--- config.mk ---
export PLATFORM = sky130hd
export DESIGN_NAME = alarm_ctrl
export DESIGN_NICKNAME = d
export VERILOG_FILES = /design/src/rtl/alarm_pkg.sv /design/src/rtl/sync_2ff.sv /design/src/rtl/alarm_ctrl.sv
export SDC_FILE = /design/constraint.sdc
export NUM_CORES = 1
export LEC_CHECK = 0
export CAP_MARGIN = 20
export CORE_MARGIN = 8
export CORE_UTILIZATION = 45
export CTS_BUF_LIST = sky130_fd_sc_hd__clkbuf_4
export DETAILED_ROUTE_END_ITERATION = 10
export HOLD_SLACK_MARGIN = 0.03
export PLACE_DENSITY = 0.7
export SYNTH_ARGS = -nofsm -noshare
export SYNTH_HDL_FRONTEND = slang
export SYNTH_SLANG_ARGS = --single-unit
--- constraint.sdc ---
create_clock -name clk -period 1.7 [get_ports clk]
set_clock_uncertainty 0.2 [all_clocks]
set_input_delay 0.34 -clock clk [delete_from_list [all_inputs] [get_ports clk]]
set_output_delay 0.34 -clock clk [all_outputs]
set_load 0.05 [all_outputs]
--- src/rtl/alarm_pkg.sv ---
// rtl/alarm_pkg.sv - shared types, default parameters and width helper for alarm_ctrl
//
// Contents:
//   state_e        - controller state encoding (IDLE, WAIT, SOUND, MUTE), 2 bits
//   DEF_*          - default values for the alarm_ctrl parameters
//   cnt_w()        - bit width of a counter that must hold values 0..n-1 (minimum 1)
package alarm_pkg;

    typedef enum logic [1:0] {
        IDLE  = 2'd0,
        WAIT  = 2'd1,
        SOUND = 2'd2,
        MUTE  = 2'd3
    } state_e;

    localparam int DEF_DELAY     = 4;
    localparam int DEF_ON_CYC    = 2;
    localparam int DEF_OFF_CYC   = 2;
    localparam int DEF_MAX_BEEPS = 8;

    function automatic int cnt_w(input int n);
        return (n < 2) ? 1 : $clog2(n);
    endfunction

endpackage

--- src/rtl/sync_2ff.sv ---
// rtl/sync_2ff.sv - two-flop synchronizer, async active-low reset, resets to 0
//
// Ports:
//   clk    in          destination clock
//   rst_n  in          asynchronous active-low reset
//   d      in  [W-1:0] asynchronous inputs
//   q      out [W-1:0] synchronized outputs (two clk edges of latency)
module sync_2ff #(
    parameter int WIDTH = 1
) (
    input  logic             clk,
    input  logic             rst_n,
    input  logic [WIDTH-1:0] d,
    output logic [WIDTH-1:0] q
);

    logic [WIDTH-1:0] s1_q, s1_d;
    logic [WIDTH-1:0] s2_q, s2_d;

    always_comb begin
        s1_d = d;
        s2_d = s1_q;
    end

    always_ff @(posedge clk or negedge rst_n) begin
        if (!rst_n) begin
            s1_q <= '0;
            s2_q <= '0;
        end else begin
            s1_q <= s1_d;
            s2_q <= s2_d;
        end
    end

    assign q = s2_q;

endmodule

--- src/rtl/alarm_ctrl.sv ---
// rtl/alarm_ctrl.sv - lights-on/door-open reminder chime controller
//
// Optional feature macro: ALARM_TIMEOUT_EN (auto-mute after MAX_BEEPS pulses).
//
// Ports:
//   clk    in   system clock
//   rst_n  in   asynchronous active-low reset
//   sLuz   in   lights on   (asynchronous)
//   sPrta  in   door open   (asynchronous)
//   sIgn   in   ignition on (asynchronous)
//   sAlr   out  registered chime drive
module alarm_ctrl
    import alarm_pkg::*;
#(
    parameter int DELAY     = DEF_DELAY,
    parameter int ON_CYC    = DEF_ON_CYC,
    parameter int OFF_CYC   = DEF_OFF_CYC,
    parameter int MAX_BEEPS = DEF_MAX_BEEPS
) (
    input  logic clk,
    input  logic rst_n,
    input  logic sLuz,
    input  logic sPrta,
    input  logic sIgn,
    output logic sAlr
);

    localparam int PH_MAX = (ON_CYC > OFF_CYC) ? ON_CYC : OFF_CYC;
    localparam int DW     = cnt_w(DELAY);
    localparam int PW     = cnt_w(PH_MAX);

    localparam logic [DW-1:0] DLY_LAST = DW'(DELAY - 1);
    localparam logic [PW-1:0] ON_LAST  = PW'(ON_CYC - 1);
    localparam logic [PW-1:0] OFF_LAST = PW'(OFF_CYC - 1);

    if (DELAY < 1 || ON_CYC < 1 || OFF_CYC < 1 || MAX_BEEPS < 1) begin : g_bad_param
        $error("alarm_ctrl: DELAY, ON_CYC, OFF_CYC and MAX_BEEPS must all be >= 1");
    end

    logic [2:0] sync_out;
    logic       luz_s, prta_s, ign_s, cond;

    sync_2ff #(.WIDTH(3)) u_sync (
        .clk   (clk),
        .rst_n (rst_n),
        .d     ({sLuz, sPrta, sIgn}),
        .q     (sync_out)
    );

    assign {luz_s, prta_s, ign_s} = sync_out;
    assign cond = luz_s & prta_s & ~ign_s;

    state_e        state_q, state_d;
    logic [DW-1:0] dly_q, dly_d;
    logic [PW-1:0] ph_q, ph_d;
    logic          alr_q, alr_d;

`ifdef ALARM_TIMEOUT_EN
    localparam int BW = cnt_w(MAX_BEEPS + 1);
    localparam logic [BW-1:0] BEEP_MAX  = BW'(MAX_BEEPS);
    localparam logic [BW-1:0] BEEP_LAST = BW'(MAX_BEEPS - 1);
    logic [BW-1:0] beep_q, beep_d;
`endif

    always_comb begin
        state_d = state_q;
        dly_d   = dly_q;
        ph_d    = ph_q;
        alr_d   = alr_q;
`ifdef ALARM_TIMEOUT_EN
        beep_d  = beep_q;
`endif

        case (state_q)
            IDLE: begin
                alr_d = 1'b0;
                if (cond) begin
                    state_d = WAIT;
                    dly_d   = '0;
                end
            end

            WAIT: begin
                alr_d = 1'b0;
                if (!cond) begin
                    state_d = IDLE;
                    dly_d   = '0;
                end else if (dly_q == DLY_LAST) begin
                    state_d = SOUND;
                    alr_d   = 1'b1;
                    ph_d    = '0;
                end else begin
                    dly_d = dly_q + 1'b1;
                end
            end

            SOUND: begin
                // Losing the condition silences at once, even mid-pulse.
                if (!cond) begin
                    state_d = IDLE;
                    alr_d   = 1'b0;
                    dly_d   = '0;
                    ph_d    = '0;
`ifdef ALARM_TIMEOUT_EN
                    beep_d  = '0;
`endif
                end else if (alr_q) begin
                    if (ph_q == ON_LAST) begin
                        alr_d = 1'b0;
                        ph_d  = '0;
`ifdef ALARM_TIMEOUT_EN
                        if (beep_q != BEEP_MAX) begin
                            beep_d = beep_q + 1'b1;
                        end
                        if (beep_q == BEEP_LAST) begin
                            state_d = MUTE;
                        end
`endif
                    end else begin
                        ph_d = ph_q + 1'b1;
                    end
                end else begin
                    if (ph_q == OFF_LAST) begin
                        alr_d = 1'b1;
                        ph_d  = '0;
                    end else begin
                        ph_d = ph_q + 1'b1;
                    end
                end
            end

`ifdef ALARM_TIMEOUT_EN
            MUTE: begin
                alr_d = 1'b0;
                if (!cond) begin
                    state_d = IDLE;
                    dly_d   = '0;
                    ph_d    = '0;
                    beep_d  = '0;
                end
            end
`endif

            default: begin
                state_d = IDLE;
                alr_d   = 1'b0;
                dly_d   = '0;
                ph_d    = '0;
`ifdef ALARM_TIMEOUT_EN
                beep_d  = '0;
`endif
            end
        endcase
    end

    always_ff @(posedge clk or negedge rst_n) begin
        if (!rst_n) begin
            state_q <= IDLE;
            dly_q   <= '0;
            ph_q    <= '0;
            alr_q   <= 1'b0;
`ifdef ALARM_TIMEOUT_EN
            beep_q  <= '0;
`endif
        end else begin
            state_q <= state_d;
            dly_q   <= dly_d;
            ph_q    <= ph_d;
            alr_q   <= alr_d;
`ifdef ALARM_TIMEOUT_EN
            beep_q  <= beep_d;
`endif
        end
    end

    assign sAlr = alr_q;

endmodule

==> results.cfg <==
[setup_path]
end_kind = flip-flop
r2r_slack_ns = 0.03
critPathArrivalTime_ns = 1.62
cp-start-kind = flip-flop
cp_top_family = flip-flops
slowest_delay_ns = 0.44
cp_num_buf_inv = 1
cp_max_fo = 4
crit_slowest_cell = dfrtp_2
required_ns = 1.66
critical_path_class = flip-flop to flip-flop
path_cells = inv_2 -> ha_4 -> or2b_1 -> a2bb2oi_2 -> mux2_4

[global_routing]
antenna_found_initial = 0
grt_max_degree = 13
grt_pass1_vias = 404
grt_pass1_wl_um = 1640
grt_overflow = 0
track_usage = 0.0828

[clock_tree]
cts_hold_buf = 0
root_buffer = clkbuf_4
postCtsSetupRepairBufs = 0
cts_tree = yes
clkTransAtPathRegs_ns = 0.07
clock_path_buffers = 2
cts.sink_count = 12
post_cts_resized = 0
h-tree-depth = 1
clk_latency_ns = 0.27
cts_buffers = 3

[placed_design]
place_hpwl_um = 753
place_area_um2 = 704
routabilityCongestion = 0.749
placement.io_buffers = 5

[yosys]
synthXorXnorAreaFrac = 0.0150
async_flop_share = 1.00
yosys.area.top_type_share = 0.514
synthTopCellsByCount = dfrtp_1 (12), ha_1 (6), inv_1 (5), nor2_1 (3)
synthCells = 48
synth_flop_cell = dfrtp_1
synth_edf_count = 0
syn_area_um2 = 584
yosys.area.top_type = dfrtp_1
synthSimpleGateAreaFrac = 0.135
yosysMostFrequentCell = dfrtp_1
synth_seq_cells = 12
synth_nets = 59
synth_compound_area_frac = 0.0964
synth-adder-area-share = 0.128
synth_top_family_by_area = simple AND/OR/NAND/NOR gates
synthTopCellsByArea = dfrtp_1 (51%), ha_1 (13%), mux2i_1 (3.4%)
synth_cell_types = 22
ys_warn_count = 0
synth.mux.area_fraction = 0.0600
syn_area_per_cell_um2 = 12.2
yosysSeqAreaShare = 0.514

[routing]
ant_nets = 0
drtPass1Iterations = 3
initialDrtViolationCount = 1
viasPerCell = 5.12
wl_per_cell_um = 12.2
wirelength_um = 948
drc = 0
vias = 399

[timing]
max_slew_margin = 0.872
drv_slew = 0
max_freq_mhz = 600
rsz0062_at_grt = true
period_needed_ns = 1.67
tightest_slew_ns = 0.186
hold_viol = 0
setup_violations = 0
post-route-period-util = 0.981

[final_layout]
fillers = 104
n_antenna_cell = 0
final_nets = 75
post-route-util = 0.605
area_delta_synth_final_pct = 29.8
fin_area_um2 = 758
drive_gt1_frac = 0.333

[pwr]
leakagePower_nw = 0.347
power.density_nw_per_um2 = 1050
ir_drop_v = 0.000615

[floorplan]
fp.dieH_um = 52.0
fp.dieW_um = 52.0
coreArea_um2 = 1250
row_count = 13
ioPinCount = 6
initial_utilization = 0.467
dieArea_um2 = 2710

[status]
outcome = finished, final reports clean

[hold_path]
hp-class = flip-flop to flip-flop

[run]
drv_cap = 0
[routing by layer]
layer  vias up  global-route usage  share of wire
met5         -                   0              0
met4         0              0.0531          0.015
met3         2              0.0399          0.060
met2         8               0.122           0.47
met1       190              0.0930           0.45
li1        199                   -              -
[where the power goes]
group | internal [W] | total (W) | switching [W]
clock | 0.0000849 | 0.000175 | 0.0000897
sequential | 0.000314 | 0.000341 | 0.0000270
combinational | 0.000158 | 0.000276 | 0.000119
total | 0.000557 | 0.000792 | 0.000235
[sequential cells by signal (all words and copies together), names as in the netlist]
register	count
dly_q	2
state_q	2
u_sync.s1_q	3
u_sync.q	3
sAlr	1
ph_q	1
[kinds of logic after synthesis]
| family | after synthesis |
|---|---|
| mux | 3 |
| xor+xnor | 1 |
| fa+ha+maj | 6 |
| compound gates | 8 |
| flops | 12 |
| buf+inv | 6 |
| simple gates | 12 |
[layout make-up]
class                      instances  area [um2]  area share
clock buffer                       3        22.5      0.0297
sequential                        12         303       0.399
timing repair buffer              12         113       0.149
tap                               15        18.8      0.0248
inverter                           5        18.8      0.0248
clock inverter                     1        3.75     0.00495
multi-input combinational         30         279       0.368
[cell usage in the layout (no fill, tap or decap), drive strengths merged]
cell type,instances
a21oi,2
and3,1
inv,5
mux2,1
nand4,1
clkinv,1
and4bb,1
dfrtp,12
buf,8
clkdlybuf4s50,4
ha,6
nor3b,1
xnor2,1
nand3,2
o22ai,1
nor2,3
or2b,1
o21ai,2
a21o,1
a2bb2oi,1
and3b,1
clkbuf,3
o31ai,1
mux2i,2
nand3b,1
[worst paths after layout]
| kind | to | startpoint | cells after the start |
|---|---|---|---|
| worst min register to register | u_sync.q[2] | u_sync.s1_q[2] | 0 |
| worst max-delay path | state_q[0] | state_q[1] | 5 |
| worst max register to register | state_q[0] | state_q[1] | 5 |
| worst min-delay path | u_sync.q[2] | u_sync.s1_q[2] | 0 |
| max in group asynchronous | state_q[0] | rst_n | 2 |
| min in group asynchronous | ph_q | rst_n | 2 |
[stage by stage]
| stage | cells | hold slack, ns | worst slack [ns] | TNS, ns | total power, W |
|---|---|---|---|---|---|
| final | 78 | 0.150 | 0.0320 | 0 | 0.000792 |
| after global routing | 78 | 0.159 | -0.00555 | -0.00555 | 0.000853 |
| after CTS | 78 | 0.152 | 0.00828 | 0 | 0.000783 |
| after detailed placement | 74 | 0.135 | 0.0158 | 0 | 0.000603 |
| after global placement | 74 | 0.136 | 0.0693 | 0 | 0.000597 |
| after floorplan | 48 | -0.156 | 0.00309 | 0 | 0.000495 |
Note: power is estimated with default switching activity, not from simulation.
